**src/rtl/nibble_serial_adder_ctrl.sv**
```systemverilog
// nibble_serial_adder_ctrl
//
// Bit-serial-by-nibble adder. One 4-bit ripple slice is reused once per nibble, LSB first,
// to compute {carry_o, sum_o} = a_i + b_i + cin_i. Operands are latched when start_i is
// accepted in idle, so later input changes have no effect on the operation in flight.
//
// Ports:
//   clk_i    sole clock, rising edge
//   rst_i    synchronous active-high reset
//   start_i  begin an addition (sampled only when idle)
//   a_i      operand A, W = 4*NIBBLES bits
//   b_i      operand B
//   cin_i    carry-in
//   sum_o    registered result (valid while done_o is high)
//   carry_o  registered carry-out of the top nibble
//   busy_o   high while adding or signalling done
//   done_o   one-cycle pulse, sum_o/carry_o valid
module nibble_serial_adder_ctrl #(
  parameter int unsigned NIBBLES = 4,
  localparam int unsigned W      = 4 * NIBBLES,
  localparam int unsigned IdxW   = $clog2(NIBBLES)
) (
  input  logic         clk_i,
  input  logic         rst_i,
  input  logic         start_i,
  input  logic [W-1:0] a_i,
  input  logic [W-1:0] b_i,
  input  logic         cin_i,
  output logic [W-1:0] sum_o,
  output logic         carry_o,
  output logic         busy_o,
  output logic         done_o
);

  localparam logic [IdxW-1:0] LastIdx = IdxW'(NIBBLES - 1);

  typedef enum logic [1:0] {StIdle, StAdd, StDone} state_e;

  state_e           state_q, state_d;
  logic [W-1:0]     a_q, a_d;
  logic [W-1:0]     b_q, b_d;
  logic [W-1:0]     sum_q, sum_d;
  logic [IdxW-1:0]  idx_q, idx_d;
  logic             cy_q, cy_d;       // running carry between nibbles
  logic             carry_q, carry_d; // carry output, loaded only on the last nibble

  logic [3:0]       a_nib, b_nib;
  logic [4:0]       slice;

  // Shared slice: select the current nibble of each latched operand.
  always_comb begin
    a_nib = '0;
    b_nib = '0;
    for (int unsigned n = 0; n < NIBBLES; n++) begin
      if (idx_q == IdxW'(n)) begin
        a_nib = a_q[4*n +: 4];
        b_nib = b_q[4*n +: 4];
      end
    end
    slice = {1'b0, a_nib} + {1'b0, b_nib} + {4'b0000, cy_q};
  end

  always_comb begin
    state_d = state_q;
    a_d     = a_q;
    b_d     = b_q;
    sum_d   = sum_q;
    idx_d   = idx_q;
    cy_d    = cy_q;
    carry_d = carry_q;

    unique case (state_q)
      StIdle: begin
        if (start_i) begin
          a_d     = a_i;
          b_d     = b_i;
          cy_d    = cin_i;
          idx_d   = '0;
          state_d = StAdd;
        end
      end
      StAdd: begin
        for (int unsigned n = 0; n < NIBBLES; n++) begin
          if (idx_q == IdxW'(n)) begin
            sum_d[4*n +: 4] = slice[3:0];
          end
        end
        cy_d = slice[4];
        if (idx_q == LastIdx) begin
          // Index parks at the last nibble; the next start reloads it.
          carry_d = slice[4];
          state_d = StDone;
        end else begin
          idx_d = idx_q + 1'b1;
        end
      end
      StDone: begin
        state_d = StIdle;
      end
      default: begin
        state_d = StIdle;
      end
    endcase
  end

  always_ff @(posedge clk_i) begin
    if (rst_i) begin
      state_q <= StIdle;
      a_q     <= '0;
      b_q     <= '0;
      sum_q   <= '0;
      idx_q   <= '0;
      cy_q    <= 1'b0;
      carry_q <= 1'b0;
    end else begin
      state_q <= state_d;
      a_q     <= a_d;
      b_q     <= b_d;
      sum_q   <= sum_d;
      idx_q   <= idx_d;
      cy_q    <= cy_d;
      carry_q <= carry_d;
    end
  end

  assign sum_o   = sum_q;
  assign carry_o = carry_q;
  assign busy_o  = (state_q != StIdle);
  assign done_o  = (state_q == StDone);

endmodule

```
**config.mk**
```make
export PLATFORM = sky130hd
export DESIGN_NAME = nibble_serial_adder_ctrl
export DESIGN_NICKNAME = d
export VERILOG_FILES = /design/src/rtl/nibble_serial_adder_ctrl.sv
export SDC_FILE = /design/constraint.sdc
export NUM_CORES = 1
export LEC_CHECK = 0
export ABC_CLOCK_PERIOD_IN_PS = 4100
export CORE_MARGIN = 5
export CORE_UTILIZATION = 55
export DETAILED_ROUTE_END_ITERATION = 8
export DONT_BUFFER_PORTS = 1
export PLACE_DENSITY = 0.7
export SLEW_MARGIN = 20
export SYNTH_ARGS = -nofsm -noshare
export SYNTH_HDL_FRONTEND = slang
export SYNTH_SLANG_ARGS = --single-unit
```
**constraint.sdc**
```tcl
create_clock -name clk_i -period 4.1 [get_ports clk_i]
set_clock_uncertainty 0.05 [all_clocks]
set_input_delay 0.615 -clock clk_i [delete_from_list [all_inputs] [get_ports clk_i]]
set_output_delay 0.615 -clock clk_i [all_outputs]
set_load 0.1 [all_outputs]
```
==> results.py, run 1 <==
metrics = {
    "floorplan": {
        "rows": 24,
        "die_y_um": 78.0,
        "core-area_um2": 4410,
        "die_w_um": 78.0,
        "die_area_um2": 6090,
        "initial_utilization_pct": 57.7,
        "io-pin-count": 55,
    },
    "critical_path": {
        "timing.critical_path.required_ns": 4.23,
        "crit_buf_inv": 2,
        "worstSetupStartpointType": "register",
        "setup.worst_path.class": "register to register",
        "r2r_setup_slack_ns": 1.31,
        "cpLargestDelayFamily": "compound AO/OA/AOI/OAI gates",
        "critical_path.max_stage_delay_ns": 0.40,
        "worst-endpoint-arrival_ns": 2.92,
        "critical_path.slowest_cell": "sky130_fd_sc_hd__fa_1",
        "worstReg2RegStart": "idx_q[0]$_SDFFE_PP0P_",
        "critPathMaxFanout": 17,
        "worstPathCellList": "inv_1, ha_1, a21oi_1, o21ai_0, a22oi_1, fa_1, inv_1, fa_1, a21o_1, a211oi_1, a311oi_2",
        "reg2regPathDepth": 11,
        "end_kind": "register",
        "worst_r2r_endpoint": "cy_q$_SDFFE_PP0P_",
    },
    "power": {
        "power.density_cell_area_nw_per_um2": 407,
        "p_clk_share_pct": 26.9,
        "sequentialPowerShare_pct": 59.4,
        "netSwitchingFraction_pct": 29.4,
        "vdd_drop_max_v": 0.000262,
        "power.static_leakage_nw": 0.912,
        "comb_power_share_pct": 13.7,
        "netSwitchingPower_mw": 0.302,
        "cellInternalPower_mw": 0.723,
    },
    "global_routing": {
        "grt_use_total_pct": 16.2,
        "first_global_vias": 1700,
        "grt_remaining_overflow": 0,
        "antenna_violations_before_repair": 0,
        "maximum_number_of_pins_on_one_net_before_global_route_repair": 57,
        "grt_first_pass_wirelength_um": 8050,
    },
    "timing": {
        "layout_worst_path_cycle_share_pct": 68.1,
        "final-setup-viol-count": 0,
        "max_slew_violation_total_from_the_final_report": 0,
        "max_clock_freq_ghz": 0.358,
        "tightest_slew_ns": 0.974,
        "slew_headroom_pct": 35.0,
        "grt_setup_unrepaired": "no",
        "totalNegativeSetupSlack_ns": 0,
        "min_tclk_post_route_ns": 2.79,
        "finalHoldViolations": 0,
    },
    "clock_network": {
        "cts.repair.resized": 0,
        "cts_hold_buffers": 0,
        "clk_pin_slew_ns": 0.09,
        "cts_buffers": 5,
        "cts-root-to-sink-buffers": 2,
        "post-cts-setup-buffers": 0,
        "ctsHtreeMaxLevel": 2,
        "tritoncts": "done",
        "cts_root_buffer": "sky130_fd_sc_hd__clkbuf_8",
        "clock_latency_ns": 0.30,
        "cts.sinks": 54,
    },
    "synth": {
        "postSynth.topFlopCell": "sky130_fd_sc_hd__dfxtp_1",
        "synth.largest_area_cell": "sky130_fd_sc_hd__dfxtp_1",
        "synth.top_cells.by_count": "sky130_fd_sc_hd__nand2_1 (80), sky130_fd_sc_hd__dfxtp_1 (54), sky130_fd_sc_hd__a21oi_1 (52)",
        "synth_most_common_cell": "sky130_fd_sc_hd__nand2_1",
        "syn-num-nets": 355,
        "ys_seq_elements": 54,
        "ys_seq_area_share_pct": 42.5,
        "synthesis.area_um2": 2540,
        "synthesis.yosys.warnings": 0,
        "synth_enable_flop_cells": 0,
        "synth-async-reset-ratio_pct": 0,
        "synth.top_cells.by_area": "sky130_fd_sc_hd__dfxtp_1 (42%), sky130_fd_sc_hd__nand2_1 (12%), sky130_fd_sc_hd__a21oi_1 (10%)",
        "top_cell_type_s_share_of_synthesized_area_pct": 42.5,
        "avgSynthCellArea_um2": 8.21,
        "post_synth_inst_count": 310,
        "yosys.cell_types.count": 37,
    },
    "flow_run": {
        "drv.max_cap_violation_count": 0,
    },
    "cells_and_area": {
        "num-fill-cells": 418,
        "regArea_um2": 1080,
        "fraction_of_layout_cells_with_a_size_suffix_above_1_pct": 4.78,
        "finalNonFillerCells": 345,
        "layout.core_utilization_pct": 57.1,
        "final_nets": 338,
        "multi_input_area_um2": 1240,
        "insertedDiodeCount": 0,
        "area.growth.synth_to_final_pct": -1.03,
        "fin_area_um2": 2520,
    },
    "detailed_routing": {
        "detail_route.first_pass.iterations": 4,
        "totalWireLength_um": 5010,
        "detail-route-antenna-nets": 0,
        "drt-initial-drc-count": 87,
        "drc": 0,
        "vias_per_cell": 5.57,
        "total_via_count_in_the_routed_design": 1921,
        "detail_route.wl_per_cell_um": 14.5,
    },
    "min_path": {
        "timing.hold.worst_path_depth": 1,
        "hold_path_class": "input port to register",
        "worstHoldEndpoint": "cy_q$_SDFFE_PP0P_",
        "holdCritStartpoint": "rst_i",
    },
    "placed_design": {
        "dpl_cell_area_um2": 2440,
        "placement.io_buffers": 0,
        "gpl.final_weighted_congestion": 0.815,
        "dp_hpwl_um": 3650,
        "place_inst": 338,
    },
    "outcome": {
        "run_status": "complete, no violations",
    },
}
## cell usage in the layout (no fill, tap or decap), drive strengths merged, types with 2 or more instances in the layout
cell	n
a211oi	10
a21oi	53
a22o	6
a22oi	2
and3b	4
buf	2
clkbuf	7
dfxtp	54
fa	2
ha	7
inv	12
mux2i	4
nand2	80
nand2b	4
nand3	2
nand4	4
nor2	14
nor2b	2
nor3b	2
o21ai	8
o221ai	4
or3b	2
## per-layer routing
metal  share of wire (%)  track usage (%)
met5                   0                0
met4                0.88             4.56
met3                 4.9             4.92
met2                  47             25.5
met1                  47             21.5
## registers in the layout, indices dropped and copies added, names as in the netlist
signal	flops
a_q	16
b_q	16
carry_o	1
cy_q	1
idx_q	2
state_q	2
sum_o	16
## per-stage QoR
| stage | power, mW | setup WS (ns) | hold slack, ns |
|---|---|---|---|
| 5_1_grt | 1.07 | 1.08 | 0.308 |
| 3_5_place_dp | 0.763 | 1.31 | 0.390 |
| 4_1_cts | 1.03 | 1.31 | 0.313 |
| 2_1_floorplan | 0.751 | 1.43 | 0.386 |
| 3_3_place_gp | 0.759 | 1.44 | 0.389 |
| 6_report | 1.02 | 1.31 | 0.328 |
## cells by family after synthesis
| kind of cell | Yosys count | synth area share (%) |
|---|---|---|
| buffers and inverters | 38 | 8.95 |
| flip-flops | 54 | 42.5 |
| AND/OR/NAND/NOR | 119 | 21.2 |
| AO/OA/AOI/OAI | 85 | 20.4 |
| multiplexers | 4 | 1.57 |
| adder cells (fa/ha/maj) | 9 | 5.01 |
| XOR/XNOR | 1 | 0.344 |
## worst max-delay path by stage
stage	to	start	cells past startpoint	slack [ns]
final	cy_q$_SDFFE_PP0P_	idx_q[0]$_SDFFE_PP0P_	11	1.31
after global placement	cy_q$_SDFFE_PP0P_	idx_q[0]$_SDFFE_PP0P_	11	1.44
after global routing	cy_q$_SDFFE_PP0P_	idx_q[0]$_SDFFE_PP0P_	11	1.08
after floorplan	cy_q$_SDFFE_PP0P_	idx_q[0]$_SDFFE_PP0P_	13	1.43
after CTS	cy_q$_SDFFE_PP0P_	idx_q[0]$_SDFFE_PP0P_	11	1.31
after detailed placement	cy_q$_SDFFE_PP0P_	idx_q[0]$_SDFFE_PP0P_	11	1.31
## power by group through the flow
stage,combinational (mW),clock [mW],sequential (mW)
CTS,0.142,0.281,0.609
global route,0.159,0.299,0.613
global placement,0.138,0,0.621
floorplan,0.137,0,0.614
detailed placement,0.142,0,0.621
finish,0.140,0.276,0.609
## final cells by class
class	count	share of cell area, %
tap	52	2.58
inverter	12	1.79
clock buffer	7	3.03
multi-input combinational	218	49.1
timing repair buffer	2	0.596
sequential	54	42.9
Note: power is estimated with default switching activity, not from simulation.
==> run 2: changes to the inputs <==
ABC_AREA = 1   (was not set)
ABC_CLOCK_PERIOD_IN_PS = 2600   (was 4100)
clock period = 2.6 ns   (was 4.1 ns; I/O delays follow)
==> run 2 against run 1 <==
Via count rose by 8.7%. Critical path depth did not move. Register-to-register slack got worse by 1.2 ns. Critical path type unchanged. Largest cell class unchanged. Largest power group unchanged. Highest routed layer unchanged.
==> results.py, run 2 <==
metrics = {
    "synth": {
        "ys_seq_area_share_pct": 44.6,
        "yosys.cell_types.count": 26,
        "synth-async-reset-ratio_pct": 0,
        "syn-num-nets": 375,
        "synth.top_cells.by_area": "sky130_fd_sc_hd__dfxtp_1 (45%), sky130_fd_sc_hd__nor2_1 (15%), sky130_fd_sc_hd__o21ai_0 (8.9%)",
        "synthesis.area_um2": 2430,
        "ys_seq_elements": 54,
        "synthesis.yosys.warnings": 0,
        "synth_most_common_cell": "sky130_fd_sc_hd__nor2_1",
        "synth.largest_area_cell": "sky130_fd_sc_hd__dfxtp_1",
        "avgSynthCellArea_um2": 7.35,
        "post_synth_inst_count": 330,
        "top_cell_type_s_share_of_synthesized_area_pct": 44.6,
        "synth.top_cells.by_count": "sky130_fd_sc_hd__nor2_1 (96), sky130_fd_sc_hd__dfxtp_1 (54), sky130_fd_sc_hd__o21ai_0 (43)",
        "postSynth.topFlopCell": "sky130_fd_sc_hd__dfxtp_1",
        "synth_enable_flop_cells": 0,
    },
    "clock_network": {
        "clk_pin_slew_ns": 0.09,
        "clock_latency_ns": 0.30,
        "cts_root_buffer": "sky130_fd_sc_hd__clkbuf_8",
        "tritoncts": "done",
        "cts_buffers": 5,
        "ctsHtreeMaxLevel": 2,
        "cts.sinks": 54,
        "cts-root-to-sink-buffers": 2,
    },
    "global_routing": {
        "first_global_vias": 1983,
        "grt_use_total_pct": 18.3,
        "antenna_violations_before_repair": 0,
        "grt_remaining_overflow": 0,
        "maximum_number_of_pins_on_one_net_before_global_route_repair": 38,
        "grt_first_pass_wirelength_um": 8960,
    },
    "critical_path": {
        "critical_path.slowest_cell": "sky130_fd_sc_hd__fa_2",
        "timing.critical_path.required_ns": 2.75,
        "critPathMaxFanout": 6,
        "worstPathCellList": "inv_1, ha_2, buf_4, nand2_1, a21oi_1, o21bai_1, fa_1, inv_2, fa_2, nor2_1, nor2_1",
        "end_kind": "register",
        "critical_path.max_stage_delay_ns": 0.48,
        "setup.worst_path.class": "register to register",
        "cpLargestDelayFamily": "adder cells",
        "worstSetupStartpointType": "register",
        "timing.critical_path.mode_cell": "sky130_fd_sc_hd__nor2_1",
        "crit_buf_inv": 3,
        "worst-endpoint-arrival_ns": 2.61,
    },
    "timing": {
        "totalNegativeSetupSlack_ns": 0,
        "tightest_slew_ns": 0.976,
        "slew_headroom_pct": 34.9,
        "whs_ns": 0.0874,
        "final-setup-viol-count": 0,
        "max_slew_violation_total_from_the_final_report": 0,
        "max_clock_freq_ghz": 0.407,
        "layout_worst_path_cycle_share_pct": 94.4,
        "finalHoldViolations": 0,
        "min_tclk_post_route_ns": 2.46,
    },
    "flow_run": {
        "drv.max_cap_violation_count": 0,
    },
    "power": {
        "vdd_drop_max_v": 0.000374,
        "netSwitchingFraction_pct": 33.4,
        "power.density_cell_area_nw_per_um2": 670,
        "sequentialPowerShare_pct": 51.6,
        "cellInternalPower_mw": 1.21,
        "netSwitchingPower_mw": 0.608,
        "p_clk_share_pct": 25.4,
        "comb_power_share_pct": 23.1,
        "power.static_leakage_nw": 1.23,
    },
    "floorplan": {
        "die_y_um": 76.4,
        "die_area_um2": 5840,
        "rows": 24,
        "die_w_um": 76.4,
        "io-pin-count": 55,
        "core-area_um2": 4320,
        "initial_utilization_pct": 56.1,
    },
    "cells_and_area": {
        "layout_common_cells": "sky130_fd_sc_hd__nor2_1 (94), sky130_fd_sc_hd__dfxtp_1 (53), sky130_fd_sc_hd__o21ai_0 (43), sky130_fd_sc_hd__nand2_1 (39), sky130_fd_sc_hd__buf_4 (21)",
        "layout_commonest_cell": "sky130_fd_sc_hd__nor2_1",
        "fraction_of_layout_cells_with_a_size_suffix_above_1_pct": 14.7,
        "insertedDiodeCount": 0,
        "area.growth.synth_to_final_pct": 11.9,
        "final_nets": 390,
        "num-fill-cells": 439,
    },
    "outcome": {
        "run_status": "complete, no violations",
    },
    "detailed_routing": {
        "total_via_count_in_the_routed_design": 2088,
        "vias_per_cell": 5.25,
        "drt-initial-drc-count": 83,
        "totalWireLength_um": 5320,
        "detail_route.first_pass.iterations": 4,
        "drc": 0,
        "detail_route.wl_per_cell_um": 13.4,
        "detail-route-antenna-nets": 0,
    },
    "min_path": {
        "hold_path_class": "input port to register",
    },
    "placed_design": {
        "gpl.final_weighted_congestion": 0.867,
        "dp_hpwl_um": 4020,
        "placement.io_buffers": 0,
    },
}
run 2: cell count changes after synthesis, moves of 5 or more:
| cell | previous run | this run |
|---|---|---|
| sky130_fd_sc_hd__a21oi_1 | 52 | 20 |
| sky130_fd_sc_hd__o211ai_1 | 0 | 6 |
| sky130_fd_sc_hd__inv_2 | 0 | 5 |
| sky130_fd_sc_hd__nand2_1 | 80 | 39 |
| sky130_fd_sc_hd__nor2_1 | 14 | 96 |
| sky130_fd_sc_hd__o21ai_0 | 8 | 43 |
| sky130_fd_sc_hd__buf_6 | 9 | 1 |
| sky130_fd_sc_hd__a211oi_1 | 8 | 0 |
| sky130_fd_sc_hd__nand3_1 | 2 | 10 |
| sky130_fd_sc_hd__clkbuf_1 | 8 | 3 |
| sky130_fd_sc_hd__inv_1 | 12 | 18 |
| sky130_fd_sc_hd__a22o_1 | 6 | 0 |
run 2: layout make-up:
type | instances | area (um2) | area share [%]
flip-flops and latches | 54 | 1080 | 39.9
multi-input cells | 239 | 1210 | 44.7
repair buffers | 22 | 178 | 6.55
inverters | 23 | 86.3 | 3.18
clock buffers | 5 | 68.8 | 2.54
clock inverters | 3 | 21.3 | 0.784
well taps | 52 | 65.1 | 2.40
run 2: metal layers:
metal | wire length (um) | vias up | global-route usage [%]
li1 | - | 1095 | -
met1 | 2490 | 929 | 24.5
met2 | 2470 | 54 | 28.5
met3 | 279 | 10 | 4.02
met4 | 88 | 0 | 7.34
met5 | 0 | - | 0
run 2: power by group through the flow:
stage / Clock (mW) / Sequential, mW / Combinational, mW
4_1_cts: 0.472 / 0.937 / 0.407
6_report: 0.461 / 0.938 / 0.420
3_3_place_gp: 0 / 0.955 / 0.391
2_1_floorplan: 0 / 1.01 / 0.259
3_5_place_dp: 0 / 0.956 / 0.399
5_1_grt: 0.503 / 0.945 / 0.475
run 2: worst paths after layout:
kind                               from                      to  slack, ns  cells after the start
setup reg to reg  idx_q[1]$_SDFFE_PP0P_  sum_o[13]$_SDFFE_PP0P_       0.14                     11
hold / removal                    rst_i   idx_q[1]$_SDFFE_PP0P_       0.09                      1
setup / recovery  idx_q[1]$_SDFFE_PP0P_  sum_o[13]$_SDFFE_PP0P_       0.14                     11
hold reg to reg     a_q[8]$_SDFFE_PP0P_     a_q[8]$_SDFFE_PP0P_       0.45                      2
run 2: what timing repair did:
item                                    in CTS  in global routing
setup buffers                                0                  1
hold buffers                                 0                  0
endpoints found under the setup margin       8                 11
cloned                                       0                  0
gates resized for setup                      2                  9
pin swaps                                    0                  3
run 2: worst register-to-register path, delay by kind of cell, from the launching register on:
kind	cells	cell delay, ns
adders and majority gates	3	1.13
buffers and inverters	3	0.37
DFF	1	0.35
AOI/OAI and AO/OA	2	0.24
and+or+nand+nor	3	0.23
run 2: cell families after synthesis:
| kind of cell | after synthesis | share of synthesized area, % |
|---|---|---|
| AO/OA/AOI/OAI | 78 | 17.3 |
| XOR/XNOR | 1 | 0.361 |
| adder cells (fa/ha/maj) | 9 | 5.26 |
| buffers and inverters | 37 | 7.12 |
| flip-flops | 54 | 44.6 |
| AND/OR/NAND/NOR | 151 | 25.4 |
run 2: per-stage QoR:
stage               total power, mW  worst slack [ns]  utilization [%]  std cells  instance area [um2]
floorplan                      1.27             0.190                -        330                 2430
global placement               1.35            0.0435             59.6        389                 2580
detailed placement             1.36           -0.0606             59.6        389                 2580
CTS                            1.82            0.0106             61.9        397                 2680
global route                   1.92          -0.00547             62.8        398                 2710
finish                         1.82             0.145             62.8        398                 2710
==> run 3: changes to the inputs <==
--- a/config.mk
+++ b/config.mk
@@ -7,3 +7,2 @@
 export LEC_CHECK = 0
-export ABC_AREA = 1
 export ABC_CLOCK_PERIOD_IN_PS = 2600
==> constraint.sdc (replaced) <==
create_clock -name clk_i -period 2.6 [get_ports clk_i]
set_clock_uncertainty 0.05 [all_clocks]
set_input_delay 0.13 -clock clk_i [delete_from_list [all_inputs] [get_ports clk_i]]
set_output_delay 0.13 -clock clk_i [all_outputs]
set_load 0.1 [all_outputs]
==> run 3 against run 2 <==
Non-clock buffer count up 39. Critical endpoint is now cy_q$_SDFFE_PP0P_. Global-route usage rose by 0.64 points. Clock power up 14%. Flip-flop and latch count unchanged. Sequential power decreased by 4.3%. Combinational power down 11%. Worst setup slack worse by 0.019 ns.
==> results.py, run 3 (same netlist as run 1, synthesis figures left out) <==
metrics = {
    "outcome": {
        "run_status": "complete, no violations",
    },
    "detailed_routing": {
        "total_via_count_in_the_routed_design": 2198,
        "drc": 0,
        "detail_route.wl_per_cell_um": 14.3,
        "detail_route.first_pass.iterations": 4,
        "detail-route-antenna-nets": 0,
        "drt-initial-drc-count": 91,
        "totalWireLength_um": 5770,
        "vias_per_cell": 5.43,
    },
    "floorplan": {
        "io-pin-count": 55,
        "initial_utilization_pct": 57.7,
        "die_w_um": 78.0,
        "rows": 24,
        "die_y_um": 78.0,
        "die_area_um2": 6090,
        "core-area_um2": 4410,
    },
    "cells_and_area": {
        "layout_commonest_cell": "sky130_fd_sc_hd__nand2_1",
        "layout_common_cells": "sky130_fd_sc_hd__nand2_1 (80), sky130_fd_sc_hd__a21oi_1 (52), sky130_fd_sc_hd__dfxtp_1 (52), sky130_fd_sc_hd__dlygate4sd3_1 (34), sky130_fd_sc_hd__buf_4 (26)",
        "multi_input_area_um2": 1270,
        "final_nets": 397,
        "insertedDiodeCount": 0,
        "regArea_um2": 1090,
        "fraction_of_layout_cells_with_a_size_suffix_above_1_pct": 14.2,
        "area.growth.synth_to_final_pct": 22.9,
        "num-fill-cells": 354,
        "finalNonFillerCells": 405,
    },
    "critical_path": {
        "worstSetupStartpointType": "register",
        "cpLargestDelayFamily": "compound AO/OA/AOI/OAI gates",
        "critical_path.slowest_cell": "sky130_fd_sc_hd__dfxtp_4",
        "crit_buf_inv": 2,
        "timing.critical_path.required_ns": 2.74,
        "end_kind": "register",
        "critical_path.max_stage_delay_ns": 0.38,
        "critPathMaxFanout": 10,
        "worstPathCellList": "inv_1, ha_2, a21oi_1, o21ai_0, a22oi_2, fa_2, inv_1, fa_2, a21o_1, a211oi_2, a311oi_2",
        "worst-endpoint-arrival_ns": 2.61,
        "setup.worst_path.class": "register to register",
    },
    "timing": {
        "totalNegativeSetupSlack_ns": 0,
        "max_slew_violation_total_from_the_final_report": 0,
        "slew_headroom_pct": 40.2,
        "finalHoldViolations": 0,
        "min_tclk_post_route_ns": 2.47,
        "layout_worst_path_cycle_share_pct": 95.2,
        "max_clock_freq_ghz": 0.404,
        "postLayoutSetupSlackWorst_ns": 0.125,
        "tightest_slew_ns": 0.901,
        "final-setup-viol-count": 0,
    },
    "clock_network": {
        "clk_pin_slew_ns": 0.09,
        "tritoncts": "done",
        "clock_latency_ns": 0.31,
        "ctsHtreeMaxLevel": 2,
        "cts.sinks": 54,
        "cts_root_buffer": "sky130_fd_sc_hd__clkbuf_8",
        "cts-root-to-sink-buffers": 2,
        "cts_buffers": 5,
    },
    "global_routing": {
        "grt_remaining_overflow": 0,
        "grt_first_pass_wirelength_um": 9310,
        "grt_use_total_pct": 18.9,
        "antenna_violations_before_repair": 0,
        "maximum_number_of_pins_on_one_net_before_global_route_repair": 51,
        "first_global_vias": 2005,
    },
    "placed_design": {
        "gpl.final_weighted_congestion": 0.860,
        "place_inst": 362,
        "dp_hpwl_um": 3930,
        "place_ws_ns": -0.0603,
        "placement.io_buffers": 0,
    },
    "flow_run": {
        "drv.max_cap_violation_count": 0,
    },
    "power": {
        "power.static_leakage_nw": 1.21,
        "report.power.total_mw": 1.79,
        "vdd_drop_max_v": 0.000439,
        "power.density_cell_area_nw_per_um2": 574,
    },
    "min_path": {
        "hold_path_class": "input port to register",
    },
}
[run 3: changes by cell type in the layout (fill, tap and decap cells not counted), sizes merged, moves of 5 or more]
| cell | delta |
|---|---|
| nand2 | +40 |
| dlygate4sd3 | +34 |
| o21ai | -38 |
| a211oi | +10 |
| a22o | +6 |
| inv | -11 |
| o211ai | -6 |
| buf | +5 |
| nand3 | -9 |
| nor2 | -86 |
| a21oi | +33 |
[run 3: through the flow]
| stage | utilization, % | hold slack [ns] | area (um2) |
|---|---|---|---|
| 6_report | 70.9 | 0.00912 | 3130 |
| 5_1_grt | 70.9 | 0.0105 | 3130 |
| 4_1_cts | 70.2 | 0.000469 | 3100 |
| 3_5_place_dp | 59.5 | 0.153 | 2630 |
| 3_3_place_gp | 59.5 | 0.151 | 2630 |
| 2_1_floorplan | - | 0.216 | 2550 |
[run 3: timing repair]
item / 4_1_cts / 5_1_grt
setup endpoints to repair: 6 / 7
setup buffers: 0 / 0
cloned: 0 / 0
gates resized for setup: 4 / 5
hold buffers: 34 / 1
hold endpoints to repair: 50 / 2
pin swaps: 2 / 2
[run 3: worst register-to-register path: stages (launching register included)]
cell and delay [ns]:
sky130_fd_sc_hd__dfxtp_4 0.38, sky130_fd_sc_hd__inv_1 0.06, sky130_fd_sc_hd__ha_2 0.22, sky130_fd_sc_hd__a21oi_1 0.14, sky130_fd_sc_hd__o21ai_0 0.11, sky130_fd_sc_hd__a22oi_2 0.22
sky130_fd_sc_hd__fa_2 0.26, sky130_fd_sc_hd__inv_1 0.06, sky130_fd_sc_hd__fa_2 0.35, sky130_fd_sc_hd__a21o_1 0.21, sky130_fd_sc_hd__a211oi_2 0.23, sky130_fd_sc_hd__a311oi_2 0.07
[run 3: power by group]
group | leakage, nW | internal, mW | switching (mW)
combinational | 0.711 | 0.142 | 0.231
clock | 0.0575 | 0.269 | 0.255
sequential | 0.443 | 0.870 | 0.0276
[run 3: per-layer routing]
| metal | up-vias | global-route usage (%) | routed length [um] |
|---|---|---|---|
| met3 | 12 | 4.92 | 362 |
| met5 | - | 0 | 0 |
| met4 | 0 | 6.93 | 91 |
| li1 | 1127 | - | - |
| met1 | 997 | 22.3 | 2420 |
| met2 | 62 | 33.1 | 2900 |
[run 3: worst paths after layout]
check / cells after the start / end / start / slack, ns
max reg2reg: 11 / cy_q$_SDFFE_PP0P_ / idx_q[1]$_SDFFE_PP0P_ / 0.13
max: 11 / cy_q$_SDFFE_PP0P_ / idx_q[1]$_SDFFE_PP0P_ / 0.13
min: 2 / sum_o[7]$_SDFFE_PP0P_ / rst_i / 0.009
min reg2reg: 2 / b_q[9]$_SDFFE_PP0P_ / b_q[9]$_SDFFE_PP0P_ / 0.41
[run 3: area by class of cell]
type	count	area share, %
Inverter	12	1.44
Sequential cell	54	34.7
Timing Repair Buffer	61	17.8
Tap cell	52	2.08
Multi-Input combinational cell	218	40.5
Clock buffer	8	3.52
